### config.mk
export PLATFORM = sky130hd
export DESIGN_NAME = if_prefetch_queue
export DESIGN_NICKNAME = d
export VERILOG_FILES = /design/src/rtl/if_prefetch_queue.sv
export SDC_FILE = /design/constraint.sdc
export NUM_CORES = 1
export LEC_CHECK = 0
export ABC_AREA = 1
export CAP_MARGIN = 20
export CORE_UTILIZATION = 40
export CTS_CLUSTER_DIAMETER = 50
export CTS_CLUSTER_SIZE = 12
export DETAILED_ROUTE_END_ITERATION = 6
export GPL_TIMING_DRIVEN = 0
export PLACE_DENSITY_LB_ADDON = 0.25
export SLEW_MARGIN = 20
export SYNTH_ARGS = -nofsm -noshare
export SYNTH_HDL_FRONTEND = slang
export SYNTH_SLANG_ARGS = --single-unit
### constraint.sdc
create_clock -name clk -period 10.9 [get_ports clk]
set_input_delay 2.18 -clock clk [delete_from_list [all_inputs] [get_ports clk]]
set_output_delay 2.18 -clock clk [all_outputs]
set_load 0.1 [all_outputs]
### src/rtl/if_prefetch_queue.sv
// Instruction-fetch stage: in-order inst_sram requests, in-flight PC queue and DEPTH-entry
// instruction buffer feeding ID. Optional same-cycle bypass when `IF_BYPASS_EN is defined.
module if_prefetch_queue #(
  parameter int unsigned DEPTH           = 4,
  parameter int unsigned MAX_OUTSTANDING = 2,
  parameter logic [31:0] PC_INIT         = 32'h1c000000
) (
  input  logic        clk,
  input  logic        rst,
  output logic [31:0] pc_vaddr,
  input  logic [31:0] pc_trans,
  input  logic        except_tlbr,
  input  logic        except_pif,
  input  logic        except_ppi,
  output logic        inst_sram_en,
  output logic [31:0] inst_sram_addr,
  input  logic        inst_sram_addr_ok,
  input  logic        inst_sram_data_ok,
  input  logic [31:0] inst,
  input  logic        flush,
  input  logic [31:0] flush_target,
  input  logic        ID_flush,
  input  logic [31:0] ID_flush_target,
  input  logic        ID_allowin,
  output logic        IF_to_ID,
  output logic [65:0] IF_to_ID_zip,
  output logic [3:0]  IF_except_zip
);

  localparam int unsigned CW = $clog2(MAX_OUTSTANDING + 1);
  localparam int unsigned PW = $clog2(DEPTH);
  localparam int unsigned OW = $clog2(DEPTH + 1);

  typedef enum logic {
    ST_RUN,
    ST_HALT
  } fetch_state_t;

  fetch_state_t state, state_nxt;

  logic [31:0]   pc_q;
  logic [CW-1:0] out_cnt, disc_cnt, disc_flush;
  logic [OW-1:0] occ;
  logic [PW-1:0] rd_ptr, wr_ptr, pq_rd, pq_wr;

  logic [31:0] buf_pc   [DEPTH];
  logic [31:0] buf_inst [DEPTH];
  logic [3:0]  buf_exc  [DEPTH];
  logic [31:0] pcq      [DEPTH];

  logic g_flush, adef, fault, credit, halted;
  logic issue, resp_drop, resp_live, bypass;
  logic empty, full, pop, push, fault_push;
  logic [31:0] push_pc, push_inst;
  logic [3:0]  push_exc;

  assign g_flush   = flush | ID_flush;
  assign adef      = |pc_q[1:0];
  assign fault     = adef | except_tlbr | except_pif | except_ppi;
  assign halted    = (state == ST_HALT);
  assign credit    = ((32'(out_cnt) + 32'(disc_cnt)) < MAX_OUTSTANDING) &&
                     ((32'(out_cnt) + 32'(occ)) < DEPTH);
  assign empty     = (occ == '0);
  assign full      = (occ == OW'(DEPTH));

  assign pc_vaddr       = pc_q;
  assign inst_sram_addr = pc_trans;
  assign inst_sram_en   = ~rst & credit & ~halted & ~fault & ~g_flush;
  assign issue          = inst_sram_en & inst_sram_addr_ok;

  // Responses are in order: pending discards are always older than any live request.
  assign resp_drop = inst_sram_data_ok & (disc_cnt != '0);
  assign resp_live = inst_sram_data_ok & (disc_cnt == '0) & (out_cnt != '0);

`ifdef IF_BYPASS_EN
  assign bypass = empty & resp_live & ID_allowin;
`else
  assign bypass = 1'b0;
`endif

  assign pop        = ~empty & ID_allowin;
  assign fault_push = fault & ~halted & ~g_flush & (out_cnt == '0) & (~full | ID_allowin);
  assign push       = (resp_live & ~bypass) | fault_push;
  assign IF_to_ID   = pop | bypass;

  assign disc_flush = disc_cnt + out_cnt + CW'(issue) - CW'(resp_drop | resp_live);

  always_comb begin
    push_pc   = pcq[pq_rd];
    push_inst = inst;
    push_exc  = '0;
    if (fault_push) begin
      push_pc   = pc_q;
      push_inst = '0;
      push_exc  = {adef, except_tlbr, except_pif, except_ppi};
    end
  end

  always_comb begin
    IF_to_ID_zip  = '0;
    IF_except_zip = '0;
    if (!empty) begin
      IF_to_ID_zip  = {~g_flush, buf_pc[rd_ptr], buf_inst[rd_ptr], 1'b0};
      IF_except_zip = buf_exc[rd_ptr];
    end else if (bypass) begin
      IF_to_ID_zip  = {~g_flush, pcq[pq_rd], inst, 1'b0};
    end
  end

  always_comb begin
    state_nxt = state;
    if (g_flush)         state_nxt = ST_RUN;
    else if (fault_push) state_nxt = ST_HALT;
  end

  always_ff @(posedge clk or posedge rst) begin
    if (rst) state <= ST_RUN;
    else     state <= state_nxt;
  end

  always_ff @(posedge clk or posedge rst) begin
    if (rst) begin
      pc_q     <= PC_INIT;
      out_cnt  <= '0;
      disc_cnt <= '0;
      occ      <= '0;
      rd_ptr   <= '0;
      wr_ptr   <= '0;
      pq_rd    <= '0;
      pq_wr    <= '0;
    end else if (g_flush) begin
      // Everything still in flight turns into a discard; buffer and PC queue restart empty.
      pc_q     <= flush ? flush_target : ID_flush_target;
      out_cnt  <= '0;
      disc_cnt <= disc_flush;
      occ      <= '0;
      rd_ptr   <= '0;
      wr_ptr   <= '0;
      pq_rd    <= '0;
      pq_wr    <= '0;
    end else begin
      if (issue) begin
        pc_q  <= pc_q + 32'd4;
        pq_wr <= pq_wr + 1'b1;
      end
      out_cnt <= out_cnt + CW'(issue) - CW'(resp_live);
      if (resp_drop) disc_cnt <= disc_cnt - 1'b1;
      if (resp_live) pq_rd <= pq_rd + 1'b1;
      if (push) wr_ptr <= wr_ptr + 1'b1;
      if (pop)  rd_ptr <= rd_ptr + 1'b1;
      occ <= occ + OW'(push) - OW'(pop);
    end
  end

  always_ff @(posedge clk) begin
    if (issue) pcq[pq_wr] <= pc_q;
    if (push && !g_flush) begin
      buf_pc[wr_ptr]   <= push_pc;
      buf_inst[wr_ptr] <= push_inst;
      buf_exc[wr_ptr]  <= push_exc;
    end
  end

endmodule

; ---- Word-level counts from Yosys, hierarchy flattened
; Memory sizes are Yosys's and may differ from the RTL's.
; Index checks and enable logic that the tools add are counted.
[word_totals]
in_bits = 138
ramBits = 400
n_memories = 4
out_inout_bits = 136
wordCells = 98
ff_bits = 48
[memory_table]
columns = name, words, width, rd, rd_clocked_by_memory_dff, wr, line_no
row1 = buf_inst, 4, 32, 1, 0, 1, 47  ; logic [31:0] buf_inst [DEPTH];
row2 = buf_pc, 4, 32, 1, 0, 1, 46  ; logic [31:0] buf_pc [DEPTH];
row3 = pcq, 4, 32, 1, 0, 1, 49  ; logic [31:0] pcq [DEPTH];
row4 = buf_exc, 4, 4, 1, 0, 1, 48  ; logic [3:0] buf_exc [DEPTH];
[classes]
n_bitwise = 26
mux = 26
n_lt_le_gt_ge = 2
n_reduce_logical = 15
add_sub_neg = 15
n_eq_ne = 1
[ops]
columns = op, count
row1 = 32-bit two-way mux, 5
row2 = 66-bit two-way mux, 1
row3 = "32-bit by 3-bit adder with 32-bit output, second input constant", 1
row4 = 2-bit two-way mux, 11
row5 = 2-bit nonzero test, 8
row6 = 1-bit bitwise AND, 13
row7 = "2-bit by 1-bit adder with 2-bit output, second input constant", 4
row8 = 4-bit two-way mux, 2
row9 = 1-bit OR, 7
row10 = 1-bit two-way mux, 6
row11 = 1-bit inverter, 6
row12 = 2-bit by 1-bit adder with 2-bit output, 2
row13 = 2-bit by 3-bit adder with 4-bit output, 1
row14 = 2-bit zero test, 2
row15 = "4-bit by 3-bit < comparator with 1-bit output, second input constant", 1
row16 = 2-bit by 1-bit subtractor with 2-bit output, 2
row17 = 2-bit by 2-bit adder with 3-bit output, 1
row18 = 3-bit by 1-bit adder with 3-bit output, 1
row19 = "3-bit == test, second input constant", 1
row20 = 3-bit zero test, 1
row21 = "3-bit by 2-bit < comparator with 1-bit output, second input constant", 1
row22 = 3-bit two-way mux, 1
row23 = 3-bit by 1-bit subtractor with 3-bit output, 1
row24 = 2-bit adder, 1
row25 = 4 further kinds, 5

; ---- Logic depth before layout (Yosys ltp)
[depth]
ltp_word = 12
mapped_depth = 13
mapped_depth_nobuf = 13

; ---- Least setup slack after synthesis
; Ideal clock, no wire load.
[synth_timing]
path_kind = in2out
startpoint = input port rst
endpoint = output port inst_sram_en
arrival_time_ps = 4321
slack_ps = 4399
path_stages = 5
path_cell_list = inv_1 nand3_1 nor2_4 nand2_1 inv_1
[synth_via]
elab_chain_len = 5
[synth_lines]
columns = element, line_no
row1 = start: declaration, 9  ; input logic rst,
row2 = 1-bit inverter, 68  ; assign inst_sram_en = ~rst & credit & ~halted & ~fault & ~g_flush;
row3 = 1-bit bitwise AND (4 in series), 68
row4 = end: declaration, 15  ; output logic inst_sram_en,
; No other way between the ends.

; ---- Worst setup path in the final report
[layout_timing]
startpoint = input port ID_flush
endpoint = output port IF_to_ID_zip[65]
[layout_via]
elab_chain_len = 3
[layout_lines]
columns = element, line_no
row1 = start: declaration, 22  ; input logic ID_flush,
row2 = 1-bit OR, 57  ; assign g_flush = flush | ID_flush;
row3 = 1-bit inverter, n/a
row4 = 66-bit two-way mux, 102  ; if (!empty) begin
row5 = end: declaration, 26  ; output logic [65:0] IF_to_ID_zip,
; No other way between the ends.

==> summary.md <==
| Metric | Value |
|---|---|
| Status | finished clean |
| Wire per inst | 19.4 µm |
| CP startpoint | ID_flush |
| Vias/cell | 5.15 |
| Post-synth EDFFs | 400 |
| Max clock buf depth | 3 |
| WP buf/inv | 4 |
| Gate Count Post-Synth | 1,909 |
| Synthesized cell area | 0.0198 mm² |
| # clock sinks | 448 |
| Vias in the first global route | 14,500 |
| Die height | 225 µm |
| F_max | 140 MHz |
| Clock Latency Late Sink | 600 ps |
| Total gr overflow | 0 |
| CP Max Fanout | 10 |
| Yosys top cell by area | edfxtp_1 |
| Initial core utilization | 40.5% |
| Total GRT Usage | 22.3% |
| Core area | 0.0488 mm² |
| H-tree depth | 2 |
| Register area share after synthesis | 66.7% |
| WL final | 56,300 µm |
| # diodes | 0 |
| Area grow syn2layout | 25.9% |
| Slew Limit Fails | 0 |
| TritonCTS Buffers | 47 |
| Pwr Density | 169 mW/mm² |
| Post-place setup slack | 3740 ps |
| Max cap viols | 0 |
| Prevailing post-synth register cell | edfxtp_1 |
| Leak Pwr | 9.18 nW |
| Synth warn | 0 |
| Vias | 15,000 |
| Layout cells sized above 1 | 6.88% |
| Post_cts resized | 0 |
| Slew HR | 27.1% |
| Hold Fails Final Rpt | 0 |
| IO Count | 274 |
| Global placer's final weighted congestion | 0.874 |
| CP arrival | 4940 ps |
| # rows | 81 |
| Unrepaired setup endpoints after global routing | no |
| DRC | 0 |
| Hold-fix buffers, CTS | 0 |
| TritonRoute pass-1 iters | 6 |
| Kind of start point of the critical path | input port |
| Antenna violations before repair | 0 |
| Hold WC Path Type | flop to flop |
| IO buf count | 239 |
| Worst slew pin tran | 1090 ps |
| Die ar. | 0.0504 mm² |
| CP required | 8720 ps |
| Post-CTS Setup Inserts | 0 |
| Setup tns final | 0 ps |
| Pin count of the biggest net entering global routing | 50 |
| Critical path class | input port to output port |
| Die X | 225 µm |
| Reg2reg start | pc_vaddr[0]$_DFFE_PP0P_ |
| First-pass GRT wire length | 84,800 µm |
| Clock Skew | 25.8 ps |
| Initial detailed-routing violation count | 1,335 |
| CTS tree | done |
| Final period util | 65.3% |
| Top post-synthesis cells by area | edfxtp_1 61%, nor2_1 9.0%, o21ai_0 6.5% |
| Mean Syn Cell Area | 10.4 µm² |
| Synthesized Nets | 2,066 |
| Min Clock Period, post-route | 7120 ps |
| CP Capture Type | output port |
| Min-Delay Startpoint | disc_cnt[0]$_DFFE_PP0P_ |
| Clock root buffer | clkbuf_16 |
| Flops & latches, synth | 448 |
| Nets | 2,371 |
| CP max-delay cell | clkdlybuf4s50_1 |
| Async S/R FF share, synth | 10.7% |
| CP peak stage delay | 1180 ps |
| Post-detailed-route count of antenna-violating nets | 0 |
| Critical-path cell list | clkdlybuf4s50_1 > nor2_8 > inv_2 > clkbuf_1 > nor2_1 > clkdlybuf4s50_1 |
| Max VDD drop | 0.000110 V |
| PnR worst setup slack | 3780 ps |
| Number of library cell types mapped by synthesis | 36 |
| DP HPWL | 39,000 µm |
| CP top delay family | buffers and inverters |
| Clk pin slew, worst setup/hold paths | 60 ps |
| Final setup fails | 0 |
| Fin util | 51.1% |
| Crit path top cell by count | clkdlybuf4s50_1 |
| Fill cells | 4,353 |
| Synth top area share | 60.6% |
logic make-up after synthesis:
logic type | count (synthesis) | synth area share [%]
AO/OA/AOI/OAI | 423 | 11.0
flip-flops | 448 | 66.7
adder cells (fa/ha/maj) | 19 | 1.31
other | 1 | 0.0189
buffers and inverters | 248 | 5.55
XOR/XNOR | 7 | 0.310
AND/OR/NAND/NOR | 763 | 15.1
per-layer routing:
layer  track usage (%)  wire (µm)  up-vias
met4              6.32       1310        0
met1              29.6      23700     7176
met2              36.8      27000      591
met3              4.68       4290       79
li1                  -          -     7105
met5                 0          0        -
Yosys cell counts, drive strengths merged, types with 5 or more instances:
master  number
edfxtp     400
dfrtp       45
ha          16
nand4        5
o22ai       34
inv        111
o21ai      273
buf         67
nand3       48
a21oi      111
xor2         6
clkbuf      70
nor2       478
nand2      226
final timing paths:
kind	end	slack (ps)	cells past startpoint
hold reg to reg	disc_cnt[0]$_DFFE_PP0P_	520	2
setup reg to reg	buf_inst[1][27]$_DFFE_PP_	7430	10
min in group asynchronous	disc_cnt[1]$_DFFE_PP0P_	2050	2
setup / recovery	IF_to_ID_zip[65]	3780	6
max in group asynchronous	pc_vaddr[7]$_DFFE_PP0P_	8400	2
hold / removal	disc_cnt[0]$_DFFE_PP0P_	520	2
state kept, by name, indices dropped and copies added (netlist names):
register  flops
buf_inst    128
buf_pc      128
pcq         128
pc_vaddr     32
buf_exc      16
occ           3
disc_cnt      2
out_cnt       2
pq_rd         2
pq_wr         2
rd_ptr        2
wr_ptr        2
halted        1
cell usage in the layout (no fill, tap or decap), drive strengths merged, types with 2 or more instances in the layout:
cell type      netlist  final
ha                  16     16
o22ai               34     34
nand2              226    226
nand4                5      5
or2                  2      2
nor2               478    478
clkinv               0      5
inv                111    114
bufinv               0      3
clkinvlp             0      3
a21oi              111    111
clkdlybuf4s50        0    239
buf                 67     84
edfxtp             400    400
dfrtp               45     45
dfstp                3      3
nand3               48     48
fa                   3      3
o21ai              273    273
xor2                 6      6
a31oi                2      2
nor3                 4      4
clkbuf              70    128
power breakdown:
part           internal (W)  switching [W]  total, W  leakage, nW
clock network      0.000878       0.000653   0.00153        0.685
registers           0.00192      0.0000558   0.00197         4.20
logic              0.000173       0.000528  0.000701         4.30
stage by stage:
step           hold slack [ps]  instance area, µm²  cells  total power (W)
5_1_grt                    561               24900   2901          0.00433
4_1_cts                    519               24900   2901          0.00422
2_1_floorplan              474               19800   1909          0.00247
6_report                   523               24900   2901          0.00420
3_3_place_gp               497               23000   2812          0.00270
3_5_place_dp               504               23500   2829          0.00271
worst register-to-register path, stage by stage, from the launching register on:
cell and delay, ps:
dfrtp_1 580, nor2_1 200, nand4_1 280, nand3_1 260, nand2_1 230, nand2_1 300
nor2_4 570, buf_16 240, buf_16 180, buf_16 170, buf_16 150
final cells by class:
type	count	area, µm²	area share [%]
plain buffers	137	682	2.73
clock buffers	58	1250	5.01
clock inverters	14	175	0.702
inverters	111	419	1.68
multi-input cells	1213	5550	22.3
flip-flops and latches	448	13200	53.0
well taps	664	831	3.33
repair buffers	256	2820	11.3
(Power assumes the default switching activity.)
